==> src/rtl/mmu_array_top.sv <==
// N x N signed matrix multiply: A/B streamed one column/row per beat as rank-1
// updates into an accumulator array, then C drained one row per handshake.

module mmu_row #(
  parameter int N    = 2,
  parameter int DW   = 8,
  parameter int ACCW = 2*DW+$clog2(N)
) (
  input  logic                      D_CLK,
  input  logic                      D_OFF,
  input  logic                      clr,
  input  logic                      en,
  input  logic signed [DW-1:0]      a_el,
  input  logic [N-1:0][DW-1:0]      b_vec,
  output logic [N-1:0][ACCW-1:0]    acc
);
  logic [N-1:0][ACCW-1:0] acc_q, acc_d;

  for (genvar j = 0; j < N; j++) begin : g_mac
    logic signed [2*DW-1:0] prod;
    assign prod = a_el * $signed(b_vec[j]);

    always_comb begin
      acc_d[j] = acc_q[j];
      if (clr)     acc_d[j] = '0;
      else if (en) acc_d[j] = acc_q[j] + ACCW'(prod); // sign-extending cast
    end
  end

  always_ff @(posedge D_CLK or negedge D_OFF) begin
    if (!D_OFF) acc_q <= '0;
    else        acc_q <= acc_d;
  end

  assign acc = acc_q;
endmodule

module mmu_array_top #(
  parameter int N    = 2,
  parameter int DW   = 8,
  parameter int ACCW = 2*DW+$clog2(N)
) (
  input  logic              D_CLK,
  input  logic              D_OFF,
  input  logic              start,
  input  logic              in_valid,
  output logic              in_ready,
  input  logic [N*DW-1:0]   a_col,
  input  logic [N*DW-1:0]   b_row,
  output logic              out_valid,
  input  logic              out_ready,
  output logic [N*ACCW-1:0] OUT,
  output logic              LED_0,
  output logic              LED_1,
  output logic              LED_2
);
  localparam int KW = $clog2(N);
  localparam logic [KW-1:0] LAST = KW'(N-1);

  typedef enum logic [1:0] {IDLE, LOAD, DRAIN} state_t;

  state_t          state_q, state_d;
  logic [KW-1:0]   k_q, k_d, r_q, r_d;
  logic            done_q, done_d, err_q, err_d;
  logic            clr, acc_en;

  logic [N-1:0][DW-1:0]           a_vec, b_vec;
  logic [N-1:0][N-1:0][ACCW-1:0]  acc_all;

  assign a_vec = a_col;
  assign b_vec = b_row;

  for (genvar i = 0; i < N; i++) begin : g_row
    mmu_row #(.N(N), .DW(DW), .ACCW(ACCW)) u_row (
      .D_CLK (D_CLK),
      .D_OFF (D_OFF),
      .clr   (clr),
      .en    (acc_en),
      .a_el  (a_vec[i]),
      .b_vec (b_vec),
      .acc   (acc_all[i])
    );
  end

  always_comb begin
    state_d = state_q;
    k_d     = k_q;
    r_d     = r_q;
    done_d  = done_q;
    err_d   = err_q;
    clr     = 1'b0;
    acc_en  = 1'b0;
    case (state_q)
      IDLE: begin
        if (start) begin
          state_d = LOAD;
          clr     = 1'b1;
          k_d     = '0;
          done_d  = 1'b0;
        end
      end
      LOAD: begin
        if (start) err_d = 1'b1;
        if (in_valid) begin
          acc_en = 1'b1;
          if (k_q == LAST) begin
            state_d = DRAIN;
            k_d     = '0;
            r_d     = '0;
          end else begin
            k_d = k_q + 1'b1;
          end
        end
      end
      DRAIN: begin
        // start here is an error even on the final row handshake
        if (start) err_d = 1'b1;
        if (out_ready) begin
          if (r_q == LAST) begin
            state_d = IDLE;
            r_d     = '0;
            done_d  = 1'b1;
          end else begin
            r_d = r_q + 1'b1;
          end
        end
      end
      default: state_d = IDLE;
    endcase
  end

  always_ff @(posedge D_CLK or negedge D_OFF) begin
    if (!D_OFF) begin
      state_q <= IDLE;
      k_q     <= '0;
      r_q     <= '0;
      done_q  <= 1'b0;
      err_q   <= 1'b0;
    end else begin
      state_q <= state_d;
      k_q     <= k_d;
      r_q     <= r_d;
      done_q  <= done_d;
      err_q   <= err_d;
    end
  end

  // Accumulators are frozen during DRAIN, so OUT is stable under backpressure.
  assign in_ready  = (state_q == LOAD);
  assign out_valid = (state_q == DRAIN);
  assign OUT       = out_valid ? acc_all[r_q] : '0;
  assign LED_0     = (state_q != IDLE);
  assign LED_1     = done_q;
  assign LED_2     = err_q;
endmodule

==> config.mk <==
export PLATFORM = sky130hd
export DESIGN_NAME = mmu_array_top
export DESIGN_NICKNAME = d
export VERILOG_FILES = /design/src/rtl/mmu_array_top.sv
export SDC_FILE = /design/constraint.sdc
export NUM_CORES = 1
export LEC_CHECK = 0
export ABC_AREA = 1
export BUFFER_PORTS_ARGS = -buffer_cell sky130_fd_sc_hd__buf_2
export CORE_MARGIN = 2
export CORE_UTILIZATION = 35
export DETAILED_ROUTE_END_ITERATION = 6
export PLACE_DENSITY = 0.49
export SLEW_MARGIN = 10
export SYNTH_ARGS = -nofsm -noshare
export SYNTH_HDL_FRONTEND = slang
export SYNTH_HIERARCHICAL = 1
export SYNTH_SLANG_ARGS = --single-unit
==> constraint.sdc <==
create_clock -name D_CLK -period 3.2 [get_ports D_CLK]
set_clock_uncertainty 0.2 [all_clocks]
set_input_delay 0.64 -clock D_CLK [delete_from_list [all_inputs] [get_ports D_CLK]]
set_output_delay 0.64 -clock D_CLK [all_outputs]
set_load 0.01 [all_outputs]
### Word-level counts from Yosys, hierarchy flattened

Cells that the tools add are included.

| word-level totals | value |
|---|---|
| word-level logic and storage cells | 72 |
| output and inout port bits | 39 |
| register bits | 74 |
| input port bits | 37 |

| operators by class | value |
|---|---|
| add/sub/neg operators | 6 |
| eq/ne operators | 7 |
| multiply operators | 4 |
| magnitude comparators | 1 |
| reduce and logical (&&, ||, !) cells | 12 |
| mux-type cells | 33 |

Operators by type and width:

| operator | count |
|---|---|
| 17-bit two-way mux | 8 |
| 34-bit two-way mux | 3 |
| 17-bit adder | 4 |
| 8-bit by 8-bit multiplier with 16-bit output | 4 |
| 1-bit two-way mux | 13 |
| 2-bit two-way mux | 5 |
| 2-bit nonzero test | 5 |
| 4-bit AND reduction | 2 |
| 2-bit by 1-bit != test with 1-bit output (second input constant) | 3 |
| 1-bit one-hot mux with 2 select lines | 3 |
| 2-bit one-hot mux with 3 select lines | 1 |
| 5-bit AND reduction | 1 |
| 2-bit != test (second input constant) | 2 |
| 3-bit AND reduction | 1 |
| 1-bit adder (second input constant) | 2 |
| 2-bit by 1-bit equality test with 1-bit output (second input constant) | 1 |
| 2-bit equality test (second input constant) | 1 |
| 2-bit logical NOT | 1 |
| 1-bit by 2-bit less-than comparator with 1-bit output (second input constant) | 1 |
| 2-bit AND reduction | 1 |
| 2-bit OR reduction | 1 |

### Logic depth before layout (Yosys ltp)

| logic depth | value |
|---|---|
| word-level depth | 4 |
| depth in mapped cells | 33 |
| gate-level depth less buffers | 31 |

### Cells and area by module

Netlist, hierarchy kept.

By module, submodules not included:

| module | cells an instance | area an instance (µm²) | times used | sequential area each (µm²) |
|---|---|---|---|---|
| mmu_row (g_row[1].u_row) | 1205 | 8450.6 | 1 | 850.8 |
| mmu_row (g_row[0].u_row) | 1210 | 8418.1 | 1 | 850.8 |
| mmu_array_top | 166 | 915.9 | 1 | 150.1 |

### Least setup slack after synthesis

Ideal clock, no wire load.

| path | value |
|---|---|
| kind | input to register |
| start | input port a_col[4] |
| end | register g_row[0].u_row.acc_q, in the netlist g_row[0].u_row/acc[33] |
| data arrival time | 5.637 ns |
| path buffers | 2 |
| path slack | -2.754 ns |
| cell stages on the path | 28 |
| required time | 2.883 ns |
| setup time | 0.117 ns |
| cell sequence | clkbuf_1 > clkbuf_1 > nand2_1 > fa_1 > inv_1 > fa_1 > fa_1 > inv_1 > fa_1 > inv_1 > ha_1 > a21oi_2 > inv_1 > a31oi_1 > o21ai_1 > a21oi_1 > xor2_1 > inv_1 > ha_1 > inv_1 > o21bai_1 > a21oi_1 > o21bai_1 > a21oi_1 > inv_1 > nand3_1 > nand3_1 > nand2_1 |

| between the ends | value |
|---|---|
| longest elaborated chain between the ends | 4 |

Ends and longest elaborated chain:

| element | RTL line | RTL |
|---|---|---|
| start: declaration | 48 | `input logic [N*DW-1:0] a_col,` |
| 8-bit by 8-bit multiplier with 16-bit output | 21 | `assign prod = a_el * $signed(b_vec[j]);` |
| 17-bit adder | 26 | `else if (en) acc_d[j] = acc_q[j] + ACCW'(prod);` |
| 17-bit two-way mux | 26 |  |
| 17-bit two-way mux | 25 | `if (clr) acc_d[j] = '0;` |
| end signal: assignment | 31 | `if (!D_OFF) acc_q <= '0;` |
| end signal: assignment | 32 | `else acc_q <= acc_d;` |
| end: declaration | 17 | `logic [N-1:0][ACCW-1:0] acc_q, acc_d;` |

No other way between the ends. The select of a mux whose other input is x is not followed.
A chain may end at the register's enable or synchronous reset.

### Worst setup path in the final report

| path | value |
|---|---|
| start | input port a_col[15] |
| end | register g_row[1].u_row.acc_q, in the netlist g_row[1].u_row/acc[15] |

| between the ends | value |
|---|---|
| longest elaborated chain between the ends | 4 |

Ends and longest elaborated chain:

| element | RTL line |
|---|---|
| 8-bit by 8-bit multiplier with 16-bit output | 21 |
| 17-bit adder | 26 |
| 17-bit two-way mux | 26 |
| 17-bit two-way mux | 25 |
| end signal: assignment | 31 |
| end signal: assignment | 32 |
| end: declaration | 17 |

No other way between the ends. The select of a mux whose other input is x is not followed.

==> impl_metrics.prom <==
# TYPE chip_impl_metric gauge
chip_impl_metric{name="least_margin_pin_slew",unit="ps"} 932
chip_impl_metric{name="netlist_instances",unit=""} 2581
chip_impl_metric{name="grt_pass1_vias",unit=""} 18500
chip_impl_metric{name="initial_utilization",unit="%"} 35.4
chip_impl_metric{name="synthesis.area_per_instance",unit="sq um"} 6.89
chip_impl_metric{name="die_width",unit="microns"} 229
chip_impl_metric{name="num-nets-final",unit=""} 3485
chip_impl_info{name="grt_setup_unrepaired",value="yes"} 1
chip_impl_metric{name="antenna-diode-count",unit=""} 0
chip_impl_metric{name="timing.critical_path.arrival",unit="ps"} 5460
chip_impl_metric{name="post_synth_instance_area",unit="sq mm"} 0.0178
chip_impl_info{name="hold_path_class",value="primary input to async pin"} 1
chip_impl_metric{name="drt_first_pass_iters",unit=""} 5
chip_impl_metric{name="cts.path.max_buffers",unit=""} 2
chip_impl_metric{name="slew_headroom",unit="%"} 37.8
chip_impl_metric{name="reg2reg_setup_slack",unit="ps"} 800
chip_impl_metric{name="ys.warnings.count",unit=""} 6
chip_impl_metric{name="route.antenna.remaining_nets",unit=""} 0
chip_impl_metric{name="numPortBuffers",unit=""} 75
chip_impl_info{name="synth.area.top_cells",value="fa_1 (25%), inv_1 (15%), nand2_1 (14%), ha_1 (13%), dfrtp_1 (10%)"} 1
chip_impl_metric{name="vias_per_cell",unit=""} 4.71
chip_impl_metric{name="clk_latency",unit="ps"} 380
chip_impl_metric{name="numCtsBuffers",unit=""} 9
chip_impl_metric{name="max_freq",unit="MHz"} 187
chip_impl_metric{name="wirelength",unit="microns"} 58300
chip_impl_info{name="outcome",value="complete, but fails checks"} 1
chip_impl_metric{name="antenna_violations_before_repair",unit=""} 0
chip_impl_metric{name="synth_to_layout_area_growth",unit="%"} 51.4
chip_impl_metric{name="yosysUniqueCellTypes",unit=""} 50
chip_impl_metric{name="detailedRoute.firstIterationViolations",unit=""} 569
chip_impl_metric{name="synth_enable_flop_cells",unit=""} 0
chip_impl_info{name="r2r_start",value="g_row[1].u_row/acc[17]"} 1
chip_impl_metric{name="wl_per_cell",unit="microns"} 15.7
chip_impl_info{name="failed_checks",value="setup timing"} 1
chip_impl_metric{name="gpl.final_weighted_congestion",unit=""} 0.906
chip_impl_metric{name="floorplan.die_area",unit="sq mm"} 0.0526
chip_impl_metric{name="postSynthRegisterBits",unit=""} 74
chip_impl_metric{name="crit_fanout",unit=""} 8
chip_impl_metric{name="design.portCount",unit=""} 76
chip_impl_metric{name="drc",unit=""} 0
chip_impl_metric{name="path_clk_slew",unit="ps"} 60
chip_impl_metric{name="timing.final.setup_violations",unit=""} 52
chip_impl_info{name="synth.largest_area_cell",value="fa_1"} 1
chip_impl_metric{name="drv_cap",unit=""} 0
chip_impl_metric{name="die-height",unit="microns"} 229
chip_impl_info{name="synthMostInstantiatedCell",value="inv_1"} 1
chip_impl_metric{name="timing.critical_path.required",unit="ps"} 3320
chip_impl_metric{name="finalMaxSlewViolations",unit=""} 0
chip_impl_metric{name="detailroute.via_count",unit=""} 17500
chip_impl_info{name="r2r_end",value="g_row[1].u_row/acc[31]"} 1
chip_impl_metric{name="yosys.area.top_type_share",unit="%"} 25.2
chip_impl_metric{name="cts-htree-levels",unit=""} 3
chip_impl_metric{name="layout_cells_sized_above_1",unit="%"} 39.5
chip_impl_metric{name="post_synthesis_sequential_area_ratio",unit="%"} 10.4
chip_impl_info{name="cts_root_buf",value="clkbuf_16"} 1
chip_impl_info{name="timing.setup.critical_path_class",value="primary input to flop"} 1
chip_impl_metric{name="grt_usage",unit="%"} 22.3
chip_impl_metric{name="syn_nets",unit=""} 3027
chip_impl_metric{name="ff2ff_path_depth",unit=""} 14
chip_impl_metric{name="post_dp_cell_area",unit="sq mm"} 0.0228
chip_impl_info{name="netlist_top_cells_count",value="inv_1 (688), nand2_1 (641), fa_1 (224), ha_1 (185), nor2_1 (162)"} 1
chip_impl_info{name="synthFlopType",value="dfrtp_1"} 1
chip_impl_metric{name="design_area",unit="sq mm"} 0.0269
chip_impl_info{name="timing.critical_path.from_type",value="primary input"} 1
chip_impl_metric{name="cts.sink_count",unit=""} 74
chip_impl_metric{name="min_period_over_period",unit="%"} 167
chip_impl_metric{name="final_hold_viol_count",unit=""} 0
chip_impl_metric{name="post-dp-hpwl",unit="microns"} 45800
chip_impl_metric{name="final_critical_path_setup_slack",unit="ps"} -2140
chip_impl_metric{name="total_number_of_placement_rows",unit=""} 82
chip_impl_metric{name="grt_first_pass_wirelength",unit="microns"} 93400
chip_impl_info{name="tritoncts",value="done"} 1
chip_impl_metric{name="grt_overflow_total",unit=""} 0
chip_impl_metric{name="period_needed",unit="ps"} 5340
chip_impl_info{name="timing.critical_path.to_type",value="flop"} 1
chip_impl_metric{name="async_reset_ff_share",unit="%"} 100
chip_impl_metric{name="grt_start_max_net_pins",unit=""} 41
chip_impl_metric{name="floorplan.core_area",unit="sq mm"} 0.0502
cell families (layout without fill, tap and decap cells):
family,count (synthesis),after routing,synth area share (%)
buffers and inverters,777,1240,16.7
flip-flops,74,74,10.4
adder cells (fa/ha/maj),409,409,38.2
AO/OA/AOI/OAI,300,300,9.48
AND/OR/NAND/NOR,966,966,22.5
XOR/XNOR,55,55,2.71
metal layers:
| layer | global-route usage, % | up-vias | wire length [microns] |
|---|---|---|---|
| met1 | 25.2 | 8624 | 23500 |
| met5 | 0 | - | 0 |
| li1 | - | 8595 | - |
| met4 | 6.39 | 0 | 1710 |
| met3 | 2.42 | 94 | 1220 |
| met2 | 43.5 | 178 | 31900 |
layout by cell type (no fill, tap or decap), drive strengths merged, types with 7 or more instances in the layout:
cell type  synthesis  layout
inv              699     695
nand2            656     656
buf               10     523
fa               224     224
ha               185     185
nor2             173     173
o21ai            127     127
a21oi            118     118
nand3            103     103
dfrtp             74      74
xor2              35      35
xnor2             20      20
clkbuf            68      12
o21bai            11      11
nor3              11      11
nand4             10      10
a21boi             8       8
a21o               7       7
or2                7       7
critical path, stage by stage:
cell     delay (ps)
buf_12          120
buf_6           120
nand2_2          50
inv_2            40
fa_1            510
inv_1            60
fa_1            490
inv_2            40
fa_1            560
inv_2            40
fa_1            500
inv_2            50
ha_4            230
a21oi_2         160
nand2_2         100
a21oi_4         140
o21ai_2          70
a21oi_2         170
xnor2_2         150
ha_1            290
buf_6           140
a21oi_2         180
o31ai_4          90
a21oi_1         120
nand2_1         100
a21oi_1         140
o21ai_1          90
nand2_1          60
final cells by class:
| type | instances | area, sq um |
|---|---|---|
| clock inverters | 5 | 31.3 |
| repair buffers | 525 | 4870 |
| inverters | 699 | 2690 |
| clock buffers | 11 | 233 |
| flip-flops and latches | 74 | 1850 |
| multi-input cells | 1730 | 16400 |
| fillers | 4712 | 23300 |
| well taps | 672 | 841 |
flip-flops by register name, indices dropped and copies added (netlist names):
register and cells:
r_q 1, k_q 1, LED_2 1, LED_1 1, g_row.u_row/acc 68, state_q 2
metrics by stage:
step / utilization (%) / hold WS (ps) / setup TNS [ps] / instances / setup WS [ps]
2_1_floorplan: - / 144 / -80620 / 2581 / -2240
3_3_place_gp: 45.5 / 236 / -115380 / 3629 / -2800
3_5_place_dp: 45.5 / 253 / -117310 / 3629 / -2900
4_1_cts: 50.9 / 113 / -80450 / 3688 / -2190
5_1_grt: 53.7 / 131 / -90770 / 3716 / -2350
6_report: 53.7 / 99.3 / -82370 / 3716 / -2140
timing repair:
item / 4_1_cts / 5_1_grt
gates resized for setup: 498 / 264
endpoints found under the hold margin: 0 / 0
hold buffers: 0 / 0
endpoints found under the setup margin: 56 / 56
pin swaps: 253 / 213
buffers inserted: 51 / 46
gates cloned: 2 / 1
worst max path at each step:
stage,start,endpoint,slack (ps),depth (start not counted)
detailed placement,b_row[2],g_row[0].u_row/acc[16],-2900,29
CTS,a_col[15],g_row[1].u_row/acc[15],-2190,28
finish,a_col[15],g_row[1].u_row/acc[15],-2140,28
global placement,a_col[7],g_row[0].u_row/acc[15],-2800,25
global route,a_col[15],g_row[1].u_row/acc[15],-2350,28
floorplan,a_col[6],g_row[0].u_row/acc[33],-2240,28
Power is not shown: default switching activity piles up to over one toggle a cycle in this logic, so the estimate is an artifact.
